===== config.mk =====
export PLATFORM = sky130hd
export DESIGN_NAME = idli_cmp_m_flat
export DESIGN_NICKNAME = d
export VERILOG_FILES = /design/src/rtl/idli_pkg.sv /design/src/rtl/idli_cmp_m_if.sv /design/src/rtl/idli_cmp_nib_m.sv /design/src/rtl/idli_cmp_m.sv /design/src/flat_wrapper.sv
export SDC_FILE = /design/constraint.sdc
export NUM_CORES = 1
export LEC_CHECK = 0
export BUFFER_PORTS_ARGS = -buffer_cell sky130_fd_sc_hd__buf_4
export CAP_MARGIN = 20
export CORE_UTILIZATION = 55
export CTS_BUF_LIST = sky130_fd_sc_hd__clkbuf_8
export DETAILED_ROUTE_END_ITERATION = 16
export PLACE_DENSITY = 0.91
export REMOVE_ABC_BUFFERS = 1
export SLEW_MARGIN = 20
export SYNTH_ARGS = -nofsm -noshare
export SYNTH_HDL_FRONTEND = slang
export SYNTH_SLANG_ARGS = --single-unit

===== constraint.sdc =====
create_clock -name i_cmp_gck -period 1.8 [get_ports i_cmp_gck]
set_clock_uncertainty 0.1 [all_clocks]
set_input_delay 0.09 -clock i_cmp_gck [delete_from_list [all_inputs] [get_ports i_cmp_gck]]
set_output_delay 0.09 -clock i_cmp_gck [all_outputs]
set_load 0.02 [all_outputs]

===== src/rtl/idli_pkg.sv =====
// Shared types for the idli core: predicate registers and comparison ops.
// Operands are processed serially, one NIB_W-bit nibble per cycle.
package idli_pkg;

    localparam int NIB_W = 4;
    localparam int NIB_N = 4;

    typedef enum logic [1:0] {
        PREG_P0,
        PREG_P1,
        PREG_P2,
        PREG_PT
    } preg_t;

    typedef enum logic [2:0] {
        CMP_EQ,
        CMP_NE,
        CMP_LT,
        CMP_GE,
        CMP_LTU,
        CMP_GEU,
        CMP_ANY,
        CMP_NONE
    } cmp_op_t;

    typedef enum logic {
        CMP_ST_IDLE,
        CMP_ST_BUSY
    } cmp_st_t;

    // c is the carry out of A + ~B + 1, i.e. set when A >= B unsigned.
    function automatic logic cmp_result(
        cmp_op_t op,
        logic    diff,
        logic    c,
        logic    as,
        logic    bs,
        logic    any
    );
        logic lt;
        lt = (as != bs) ? as : !c;
        unique case (op)
            CMP_EQ:   return !diff;
            CMP_NE:   return diff;
            CMP_LT:   return lt;
            CMP_GE:   return !lt;
            CMP_LTU:  return !c;
            CMP_GEU:  return c;
            CMP_ANY:  return any;
            CMP_NONE: return !any;
            default:  return 1'b0;
        endcase
    endfunction

endpackage


===== src/rtl/idli_cmp_m_if.sv =====
// Nibble-serial operand bus into the compare unit and the predicate
// write port it drives.
interface idli_cmp_m_if;
    import idli_pkg::*;

    logic               i_cmp_valid;
    logic               i_cmp_start;
    cmp_op_t            i_cmp_op;
    preg_t              i_cmp_pd;
    logic [NIB_W-1:0]   i_cmp_a;
    logic [NIB_W-1:0]   i_cmp_b;
    logic               o_cmp_busy;
    preg_t              o_pred_wr;
    logic               o_pred_wr_en;
    logic               o_pred_wr_data;

    modport master (
        output i_cmp_valid, i_cmp_start, i_cmp_op, i_cmp_pd,
        output i_cmp_a, i_cmp_b,
        input  o_cmp_busy, o_pred_wr, o_pred_wr_en, o_pred_wr_data
    );

    modport slave (
        input  i_cmp_valid, i_cmp_start, i_cmp_op, i_cmp_pd,
        input  i_cmp_a, i_cmp_b,
        output o_cmp_busy, o_pred_wr, o_pred_wr_en, o_pred_wr_data
    );

endinterface


===== src/rtl/idli_cmp_nib_m.sv =====
// One nibble of the serial compare: carry of A + ~B + cin, plus
// "any bit differs" and "any bit common" flags.
module idli_cmp_nib_m
    import idli_pkg::*;
(
    input  logic [NIB_W-1:0] a_i,
    input  logic [NIB_W-1:0] b_i,
    input  logic             cin_i,
    output logic             cout_o,
    output logic             diff_o,
    output logic             any_o
);

    assign cout_o = 1'(({1'b0, a_i} + {1'b0, ~b_i}
                       + {{NIB_W{1'b0}}, cin_i}) >> NIB_W);
    assign diff_o = |(a_i ^ b_i);
    assign any_o  = |(a_i & b_i);

endmodule


===== src/rtl/idli_cmp_m.sv =====
// Bit-serial comparator: consumes four nibbles, then writes one
// predicate result to the predicate register file.
module idli_cmp_m
    import idli_pkg::*;
(
    input  logic         i_cmp_gck,
    input  logic         i_cmp_rst_n,
    idli_cmp_m_if.slave  cmp_if
);

    cmp_st_t    st_q, st_d;
    logic [1:0] cnt_q, cnt_d;
    logic       carry_q, carry_d;
    logic       diff_q, diff_d;
    logic       and_q, and_d;
    cmp_op_t    op_q, op_d;
    preg_t      pd_q, pd_d;
    preg_t      wr_q, wr_d;
    logic       wr_en_q, wr_en_d;
    logic       data_q, data_d;

    logic acc0, accn;
    logic nib_cin, nib_cout, nib_diff, nib_any;
    logic diff_n, and_n;

    assign acc0 = cmp_if.i_cmp_valid && cmp_if.i_cmp_start;
    assign accn = cmp_if.i_cmp_valid && !cmp_if.i_cmp_start
                  && (st_q == CMP_ST_BUSY);

    // Nibble 0 starts a fresh subtraction and fresh flags.
    assign nib_cin = acc0 ? 1'b1 : carry_q;
    assign diff_n  = nib_diff | (!acc0 && diff_q);
    assign and_n   = nib_any | (!acc0 && and_q);

    idli_cmp_nib_m u_nib (
        .a_i    (cmp_if.i_cmp_a),
        .b_i    (cmp_if.i_cmp_b),
        .cin_i  (nib_cin),
        .cout_o (nib_cout),
        .diff_o (nib_diff),
        .any_o  (nib_any)
    );

    always_comb begin
        st_d    = st_q;
        cnt_d   = cnt_q;
        carry_d = carry_q;
        diff_d  = diff_q;
        and_d   = and_q;
        op_d    = op_q;
        pd_d    = pd_q;
        wr_d    = wr_q;
        wr_en_d = 1'b0;
        data_d  = data_q;
        if (acc0) begin
            st_d    = CMP_ST_BUSY;
            cnt_d   = 2'd1;
            op_d    = cmp_if.i_cmp_op;
            pd_d    = cmp_if.i_cmp_pd;
            carry_d = nib_cout;
            diff_d  = diff_n;
            and_d   = and_n;
        end else if (accn) begin
            cnt_d   = cnt_q + 2'd1;
            carry_d = nib_cout;
            diff_d  = diff_n;
            and_d   = and_n;
            if (cnt_q == 2'd3) begin
                st_d    = CMP_ST_IDLE;
                wr_en_d = (pd_q != PREG_PT);
                wr_d    = pd_q;
                data_d  = cmp_result(op_q, diff_n, nib_cout,
                                     cmp_if.i_cmp_a[NIB_W-1],
                                     cmp_if.i_cmp_b[NIB_W-1], and_n);
            end
        end
    end

    always_ff @(posedge i_cmp_gck or negedge i_cmp_rst_n) begin
        if (!i_cmp_rst_n) begin
            st_q    <= CMP_ST_IDLE;
            cnt_q   <= 2'd0;
            carry_q <= 1'b0;
            diff_q  <= 1'b0;
            and_q   <= 1'b0;
            op_q    <= CMP_EQ;
            pd_q    <= PREG_P0;
            wr_q    <= PREG_P0;
            wr_en_q <= 1'b0;
            data_q  <= 1'b0;
        end else begin
            st_q    <= st_d;
            cnt_q   <= cnt_d;
            carry_q <= carry_d;
            diff_q  <= diff_d;
            and_q   <= and_d;
            op_q    <= op_d;
            pd_q    <= pd_d;
            wr_q    <= wr_d;
            wr_en_q <= wr_en_d;
            data_q  <= data_d;
        end
    end

    assign cmp_if.o_cmp_busy     = (st_q == CMP_ST_BUSY);
    assign cmp_if.o_pred_wr      = wr_q;
    assign cmp_if.o_pred_wr_en   = wr_en_q;
    assign cmp_if.o_pred_wr_data = data_q;

endmodule

===== src/flat_wrapper.sv =====
// flat-port wrapper written by rule: the top's interface ports become plain ports
module idli_cmp_m_flat import idli_pkg::*;
  (i_cmp_gck, i_cmp_rst_n, cmp_if_i_cmp_valid, cmp_if_i_cmp_start, cmp_if_i_cmp_op, cmp_if_i_cmp_pd, cmp_if_i_cmp_a, cmp_if_i_cmp_b, cmp_if_o_cmp_busy, cmp_if_o_pred_wr, cmp_if_o_pred_wr_en, cmp_if_o_pred_wr_data);
  idli_cmp_m_if cmp_if_i ();
  input  logic i_cmp_gck;
  input  logic i_cmp_rst_n;
  input wire logic [$bits(cmp_if_i.i_cmp_valid)-1:0] cmp_if_i_cmp_valid;
  input wire logic [$bits(cmp_if_i.i_cmp_start)-1:0] cmp_if_i_cmp_start;
  input wire logic [$bits(cmp_if_i.i_cmp_op)-1:0] cmp_if_i_cmp_op;
  input wire logic [$bits(cmp_if_i.i_cmp_pd)-1:0] cmp_if_i_cmp_pd;
  input wire logic [$bits(cmp_if_i.i_cmp_a)-1:0] cmp_if_i_cmp_a;
  input wire logic [$bits(cmp_if_i.i_cmp_b)-1:0] cmp_if_i_cmp_b;
  output wire logic [$bits(cmp_if_i.o_cmp_busy)-1:0] cmp_if_o_cmp_busy;
  output wire logic [$bits(cmp_if_i.o_pred_wr)-1:0] cmp_if_o_pred_wr;
  output wire logic [$bits(cmp_if_i.o_pred_wr_en)-1:0] cmp_if_o_pred_wr_en;
  output wire logic [$bits(cmp_if_i.o_pred_wr_data)-1:0] cmp_if_o_pred_wr_data;
  assign cmp_if_i.i_cmp_valid = cmp_if_i_cmp_valid;
  assign cmp_if_i.i_cmp_start = cmp_if_i_cmp_start;
  assign cmp_if_i.i_cmp_op = cmp_if_i_cmp_op;
  assign cmp_if_i.i_cmp_pd = cmp_if_i_cmp_pd;
  assign cmp_if_i.i_cmp_a = cmp_if_i_cmp_a;
  assign cmp_if_i.i_cmp_b = cmp_if_i_cmp_b;
  assign cmp_if_o_cmp_busy = cmp_if_i.o_cmp_busy;
  assign cmp_if_o_pred_wr = cmp_if_i.o_pred_wr;
  assign cmp_if_o_pred_wr_en = cmp_if_i.o_pred_wr_en;
  assign cmp_if_o_pred_wr_data = cmp_if_i.o_pred_wr_data;
  idli_cmp_m u_core (.i_cmp_gck(i_cmp_gck), .i_cmp_rst_n(i_cmp_rst_n), .cmp_if(cmp_if_i));
endmodule

Yosys cells after proc, flatten, opt, wreduce, memory -nomap -nowiden
Index checks and enable logic that the tools add are counted.
{"block": "word_totals", "reg_bits": 15, "latchBits": 0, "mem_bits_rw": 0, "rom_bits": 0, "input_bits": 17, "output_inout_bits": 5, "elab_cells": 64, "memories": 0}
{"block": "classes", "n_addsub": 3, "n_mul": 0, "n_div": 0, "n_lt_le_gt_ge": 0, "eq_ne": 10, "n_shift": 0, "n_mux": 17, "bitwise_logic": 6, "n_reduce_logical": 18}
{"operator": "$mux 1", "count": 14}
{"operator": "$eq 3x3->1 const B", "count": 4}
{"operator": "$pmux 1 s8", "count": 1}
{"operator": "$reduce_or 4->1", "count": 2}
{"operator": "$eq 3x2->1 const B", "count": 2}
{"operator": "$logic_not 1->1", "count": 6}
{"operator": "$add 4x4->5", "count": 1}
{"operator": "$add 5x1->5", "count": 1}
{"operator": "$logic_and 1x1->1", "count": 5}
{"operator": "$and 4x4->4", "count": 1}
{"operator": "$mux 2", "count": 2}
{"operator": "$not 4->4", "count": 1}
{"operator": "$reduce_bool 2->1", "count": 2}
{"operator": "$xor 4x4->4", "count": 1}
{"operator": "$eq 3x1->1 const B", "count": 1}
{"operator": "$logic_not 3->1", "count": 1}
{"operator": "$reduce_and 3->1", "count": 1}
{"operator": "$add 2x1->2 const B", "count": 1}
{"operator": "$eq 2x2->1 const B", "count": 1}
{"operator": "$ne 2x2->1 const B", "count": 1}
{"operator": "$or 1x1->1", "count": 2}
{"operator": "$reduce_and 2->1", "count": 1}
{"operator": "$ne 1x1->1", "count": 1}
{"operator": "$not 1->1", "count": 1}

Logic depth before layout (Yosys ltp)
Gate-level depths: netlist (run 1).
{"block": "depth", "word_depth": 7, "depth_mapped": 7, "ltp_nobuf": 7}

Hierarchy
A second synthesis (run 1) with hierarchy kept.
{"block": "hier_totals", "hier_cells": 74, "area_unflattened_um2": 810.8}
{"module": "idli_cmp_m", "n_inst": 1, "cells_per_inst": 55, "area_each_um2": 655.6}
{"module": "idli_cmp_nib_m", "n_inst": 1, "cells_per_inst": 19, "area_each_um2": 155.1}

Worst setup path before layout (run 1)
OpenSTA, ideal clock, no wires.
{"block": "synth_timing", "path_type": "register -> register", "start": "reg u_core.st_q, in the netlist u_core.cmp_if.o_cmp_busy", "end": "reg u_core.data_q, in the netlist u_core.cmp_if.o_pred_wr_data", "setup_ns": 0.121, "arrival_time_ns": 1.369, "path_slack_ns": 0.209, "stages_incl_launch_ff": 7, "path_buffers": 1, "path_cell_list": "dfrtp_1 buf_4 and4b_1 o311ai_0 a31oi_1 a2bb2oi_1 o22a_1"}
{"block": "synth_via", "elab_chain_len": 2}
{"element": "start: declaration", "line_no": "idli_cmp_m.sv:11", "rtl": "cmp_st_t st_q, st_d;"}
{"element": "start signal: assignment", "line_no": "idli_cmp_m.sv:92", "rtl": "st_q <= st_d;"}
{"element": "$logic_and 1x1->1", "line_no": "idli_cmp_m.sv:28", "rtl": "&& (st_q == CMP_ST_BUSY);"}
{"element": "$reduce_and 3->1 (no line)"}
{"element": "end signal: assignment", "line_no": "idli_cmp_m.sv:101", "rtl": "data_q <= data_d;"}
{"element": "end: declaration", "line_no": "idli_cmp_m.sv:20", "rtl": "logic data_q, data_d;"}
Every way passes these cells.
A chain may end at the register's enable or synchronous reset.

Final worst setup path (run 1)
{"block": "layout_timing", "start": "reg u_core.cnt_q[0]", "end": "reg u_core.data_q, in the netlist u_core.cmp_if.o_pred_wr_data"}
{"block": "layout_via", "elab_chain_len": 2}
{"element": "start: declaration", "line_no": "idli_cmp_m.sv:12", "rtl": "logic [1:0] cnt_q, cnt_d;"}
{"element": "start signal: assignment", "line_no": "idli_cmp_m.sv:93", "rtl": "cnt_q <= cnt_d;"}
{"element": "$eq 2x2->1", "line_no": "idli_cmp_m.sv:68", "rtl": "if (cnt_q == 2'd3) begin"}
{"element": "$reduce_and 3->1 (no line)"}
Every way passes these cells.

==> results.json, run 1 <==
{
  "grt_pass1_wl_mm": 3.63,
  "final-setup-viol-count": 0,
  "area_growth_pct": 29.7,
  "hpwl_mm": 1.52,
  "clk_latency_ps": 250,
  "grt_overflow": 0,
  "dieArea_sq_mm": 0.00189,
  "yosys.area.top_type": "dfrtp_1",
  "gr-usage-all-layers_pct": 27.1,
  "cts_resized": 0,
  "dpl-instance-area_sq_mm": 0.00111,
  "criticalPathCategory": "reg2reg",
  "antenna_cells": 0,
  "nets": 148,
  "synth-edff-count": 0,
  "clock_sink_count": 15,
  "hp-start": "cmp_if_i_cmp_valid",
  "ys_seq_area_share_pct": 39.6,
  "postSynthCellCount": 90,
  "arrival_ps": 1760,
  "initial_core_util_pct": 60.8,
  "period_needed_ps": 1710,
  "num_rows": 14,
  "cts_tree": "built",
  "crit_path_start": "u_core.cnt_q[0]",
  "p_leak_nw": 0.588,
  "yosysMostFrequentCell": "dfrtp_1",
  "core-area_sq_mm": 0.00156,
  "syn_area_per_cell_sq_um": 10.5,
  "max_freq_mhz": 585,
  "cp-end-kind": "flip-flop",
  "clkTransAtPathRegs_ps": 60,
  "maxCapViolCount": 0,
  "ant_nets": 0,
  "start_kind": "flip-flop",
  "cts_hold_buf": 7,
  "grt_antenna_before_repair": 0,
  "htree_num_levels": 1,
  "grt_max_degree": 16,
  "report.final.slew_viol_count": 0,
  "grt_pass1_vias": 827,
  "required_ps": 1850,
  "synth_seq_cells": 15,
  "synthTopCellsByArea": "dfrtp_1, ha_1, mux2_2, nand2_1, inv_1",
  "worst_slew_pin_slew_ps": 307,
  "synth_common_cells": "dfrtp_1, nand2_1, ha_1",
  "port_buffers": 21,
  "die_h_um": 43.5,
  "powerDensity_mw_per_mm2": 945,
  "boundaryPins": 22,
  "die_x_um": 43.5,
  "cts_buffers": 3,
  "ys.flop_type": "dfrtp_1",
  "gp_congestion": 0.773,
  "root_buffer": "clkbuf_8",
  "hold_viol": 0,
  "fin_crit_sh_pct": 95.0,
  "yosysUniqueCellTypes": 35,
  "fin_hold_ws_ps": 13.1,
  "violations": "design-rule violations",
  "synth-async-reset-ratio_pct": 100,
  "syn-cell-area_sq_um": 948,
  "tns_ps": 0,
  "final_cell_area_sq_mm": 0.00123,
  "ir_drop_v": 0.000777,
  "post-cts-setup-buffers": 0,
  "synth.top_cell.area_share_pct": 39.6,
  "vias_per_cell": 5.88,
  "fillerInstances": 104,
  "holdCritPathClass": "in2reg",
  "drtIter0Drc": 15,
  "cts_max_path_buffers": 2,
  "route.detailed.drc": 2,
  "drive_gt1_share_pct": 29.8,
  "route.vias.total": 806,
  "routed_wl_mm": 2.15,
  "ys_warn_count": 0,
  "rsz0062_at_grt": "no",
  "status": "finished, violations left",
  "wl_per_cell_um": 15.7,
  "cp_max_fo": 5,
  "regToRegSetupSlack_ps": 90,
  "slew_headroom_pct": 79.3,
  "r2r_start": "u_core.cnt_q[0]",
  "dr.pass1.iters": 10
}
-- final cells by class --
cell class                 count  area [sq um]  share of cell area, %
multi-input combinational     66           528                   42.9
sequential                    15           375                   30.5
timing repair buffer          29           235                   19.1
clock buffer                   3          41.3                   3.36
inverter                       7          26.3                   2.14
tap                           16          20.0                   1.63
clock inverter                 1          3.75                  0.305
-- critical path, stage by stage (launching register included) --
cell       delay (ps)
dfrtp_1           400
ha_1              180
and4b_1           310
o311ai_0          170
a31oi_1           180
a2bb2oi_1          90
o22a_1            170
-- sequential cells by signal, indices dropped and copies added (netlist names) --
signal / cells
u_core.op_q: 3
u_core.diff_q: 1
u_core.and_q: 1
u_core.cmp_if.o_pred_wr_en: 1
u_core.cmp_if.o_pred_wr: 2
u_core.cmp_if.o_pred_wr_data: 1
u_core.pd_q: 2
u_core.cnt_q: 2
u_core.carry_q: 1
u_core.cmp_if.o_cmp_busy: 1
-- cell usage in the layout (no fill, tap or decap), types with 2 or more instances in the layout --
master	n
a31oi_1	2
a21oi_2	2
o311ai_0	2
nand3_1	3
o22a_1	3
a21oi_1	2
ha_1	9
clkbuf_8	3
mux2_2	5
nor2_1	2
o21a_1	3
buf_4	22
inv_1	8
nand2_1	13
dfrtp_1	15
dlygate4sd3_1	7
-- path summary, 6_finish.rpt --
kind,endpoint,cells after the start
min,u_core.and_q,2
min in group asynchronous,u_core.cmp_if.o_pred_wr_data,2
max reg2reg,u_core.cmp_if.o_pred_wr_data,6
max,u_core.cmp_if.o_pred_wr_data,6
min reg2reg,u_core.cmp_if.o_pred_wr_en,1
max in group asynchronous,u_core.pd_q[0],2
-- metal layers --
| layer | vias up | share of wire, % | global-route usage, % |
|---|---|---|---|
| li1 | 388 | - | - |
| met1 | 395 | 41 | 30.6 |
| met2 | 17 | 53 | 45.8 |
| met3 | 6 | 4.0 | 9.17 |
| met4 | 0 | 2.2 | 13.1 |
| met5 | - | 0 | 0 |
-- logic make-up (layout without fill, tap and decap cells) --
family          after synthesis  count (layout)  synth area share, %
fa+ha+maj                     9               9                 11.9
buf+inv                       9              40                 4.75
simple gates                 29              29                 17.8
compound gates               22              22                 18.9
mux                           6               6                 7.12
flops                        15              15                 39.6
-- through the flow --
step,total power [mW],instances,worst slack [ps],utilization (%)
6_report,1.16,137,90.4,78.9
5_1_grt,1.22,137,21.4,78.9
4_1_cts,1.16,137,87.1,78.9
3_5_place_dp,0.875,126,47.6,71.5
3_3_place_gp,0.847,126,122,71.5
2_1_floorplan,0.709,88,234,-
-- report_power, final --
group / internal, mW / switching [mW]
combinational: 0.202 / 0.209
clock: 0.152 / 0.122
sequential: 0.417 / 0.0608
total: 0.770 / 0.392
(Power assumes the default switching activity.)
==> inputs of run 2 (changes only) <==
SETUP_SLACK_MARGIN = 0.5   (was not set)
==> run 2 against run 1 <==
The flow still finishes with violations (design-rule violations). Critical path type unchanged. Total power is 4.6% higher. Sequential power increased by 0.8%. Largest cell class unchanged. Combinational power increased by 12%. First-iteration DRC count down 13%. Die area is the same. Maximum frequency rose by 11%. Global-route usage is 1.7 points higher. Via count rose by 5.6%. Sequential share of layout area shrank 1.3 points. Final area grew 4.7%. Highest routed layer unchanged. Count of clock-buffer cells in the layout stayed put. Critical endpoint unchanged.
==> results.json, run 2 (same netlist as run 1, synthesis figures left out) <==
{
  "crit_path_start": "u_core.cnt_q[0]",
  "routed_wl_mm": 2.38,
  "cts_tree": "built",
  "cp_top_family": "compound AO/OA/AOI/OAI gates",
  "multi_input_area_sq_um": 547,
  "grt_overflow": 0,
  "reg2reg_to": "u_core.cmp_if.o_pred_wr_data",
  "grt_antenna_before_repair": 0,
  "status": "finished, violations left",
  "cp_slowest_stage_delay_ps": 360,
  "cp-end-kind": "flip-flop",
  "powerDensity_mw_per_mm2": 944,
  "criticalPathCategory": "reg2reg",
  "vias_per_cell": 6.04,
  "worst_slew_pin_slew_ps": 292,
  "antenna_cells": 0,
  "cts_max_path_buffers": 2,
  "num_rows": 14,
  "boundaryPins": 22,
  "largest_reg_flops": 3,
  "initial_core_util_pct": 60.8,
  "required_ps": 1840,
  "area_growth_pct": 35.8,
  "hp-start": "cmp_if_i_cmp_start",
  "port_buffers": 21,
  "tns_ps": 0,
  "report.final.slew_viol_count": 0,
  "core-area_sq_mm": 0.00156,
  "grt_pass1_wl_mm": 3.89,
  "route.detailed.drc": 2,
  "dpl-instance-area_sq_mm": 0.00111,
  "clkTransAtPathRegs_ps": 60,
  "die_h_um": 43.5,
  "layout_commonest_cell": "buf_4",
  "crit_path_end": "u_core.cmp_if.o_pred_wr_data",
  "route.vias.total": 851,
  "grt_max_degree": 16,
  "drive_gt1_share_pct": 36.0,
  "max_freq_mhz": 646,
  "cp_max_fo": 4,
  "holdCritPathClass": "in2reg",
  "root_buffer": "clkbuf_8",
  "hold_viol": 0,
  "gr-usage-all-layers_pct": 28.7,
  "start_kind": "flip-flop",
  "dr.pass1.iters": 10,
  "rsz0062_at_grt": "yes",
  "clk_latency_ps": 250,
  "rr_worst_depth": 6,
  "final_cell_area_sq_mm": 0.00129,
  "drtIter0Drc": 13,
  "layout_common_cells": "buf_4, dfrtp_1, nand2_1, inv_1, ha_1",
  "r2r_start": "u_core.cnt_q[0]",
  "period_needed_ps": 1550,
  "fin_crit_sh_pct": 85.9,
  "violations": "design-rule violations",
  "dieArea_sq_mm": 0.00189,
  "ant_nets": 0,
  "grt_pass1_vias": 865,
  "critical_path_buf_inv_count": 0,
  "worst-path-stages": 6,
  "clock_sink_count": 15,
  "ir_drop_v": 0.000784,
  "htree_num_levels": 1,
  "maxCapViolCount": 0,
  "arrival_ps": 1590,
  "cts_buffers": 3,
  "slew_headroom_pct": 80.3,
  "worstPathCellList": "ha_2 -> and4b_2 -> o311ai_2 -> a31oi_1 -> a2bb2oi_1 -> o22a_1",
  "fin_hold_ws_ps": 23.1,
  "layout.area.seq_sq_um": 377,
  "wl_per_cell_um": 16.9,
  "die_x_um": 43.5,
  "p_leak_nw": 0.610,
  "final-setup-viol-count": 0,
  "gp_congestion": 0.773,
  "hpwl_mm": 1.52,
  "critPathSlowestCell": "dfrtp_1",
  "fillerInstances": 91,
  "regToRegSetupSlack_ps": 250,
  "top_register": "u_core.op_q",
  "nets": 152
}
-- run 2: power breakdown --
group / internal [mW] / total (mW) / switching [mW] / leakage [nW]
clock: 0.151 / 0.274 / 0.123 / 0.0269
combinational: 0.232 / 0.460 / 0.228 / 0.410
sequential: 0.418 / 0.482 / 0.0641 / 0.173
total: 0.801 / 1.22 / 0.415 / 0.610
-- run 2: area by class of cell --
type,count,area share [%]
sequential,15,29.3
timing repair buffer,33,21.2
multi-input combinational,66,42.5
clock inverter,1,0.292
clock buffer,3,3.21
tap,16,1.55
inverter,7,2.04
-- run 2: metal layers --
layer	GRT usage [%]	vias to the layer above	share of wire (%)
li1	-	398	-
met1	32.2	421	39
met2	49.1	23	54
met3	10.4	9	4.4
met4	12.5	0	2.1
met5	0	-	0
-- run 2: worst min-delay path by stage --
stage / depth (start not counted) / to / slack, ps
after global routing: 2 / u_core.cnt_q[0] / 30
final: 2 / u_core.cnt_q[0] / 20
after global placement: 1 / u_core.cmp_if.o_pred_wr_data / -150
after detailed placement: 1 / u_core.cmp_if.o_pred_wr_data / -140
after CTS: 2 / u_core.and_q / 10
after floorplan: 0 / u_core.and_q / -310
-- run 2: repair_timing --
item | 4_1_cts | 5_1_grt
hold buffers | 7 | 0
hold endpoints to repair | 22 | 0
gates cloned | 0 | 0
gates resized for setup | 5 | 3
setup buffers | 3 | 1
pin swaps | 5 | 3
setup endpoints to repair | 1 | 4
-- run 2: per-stage QoR --
stage	util, %	instances	setup WS, ps	power, mW
final	82.6	141	253	1.22
after global routing	82.6	141	210	1.27
after CTS	81.1	140	252	1.19
after detailed placement	71.5	126	47.6	0.875
after global placement	71.5	126	122	0.847
after floorplan	-	88	234	0.709
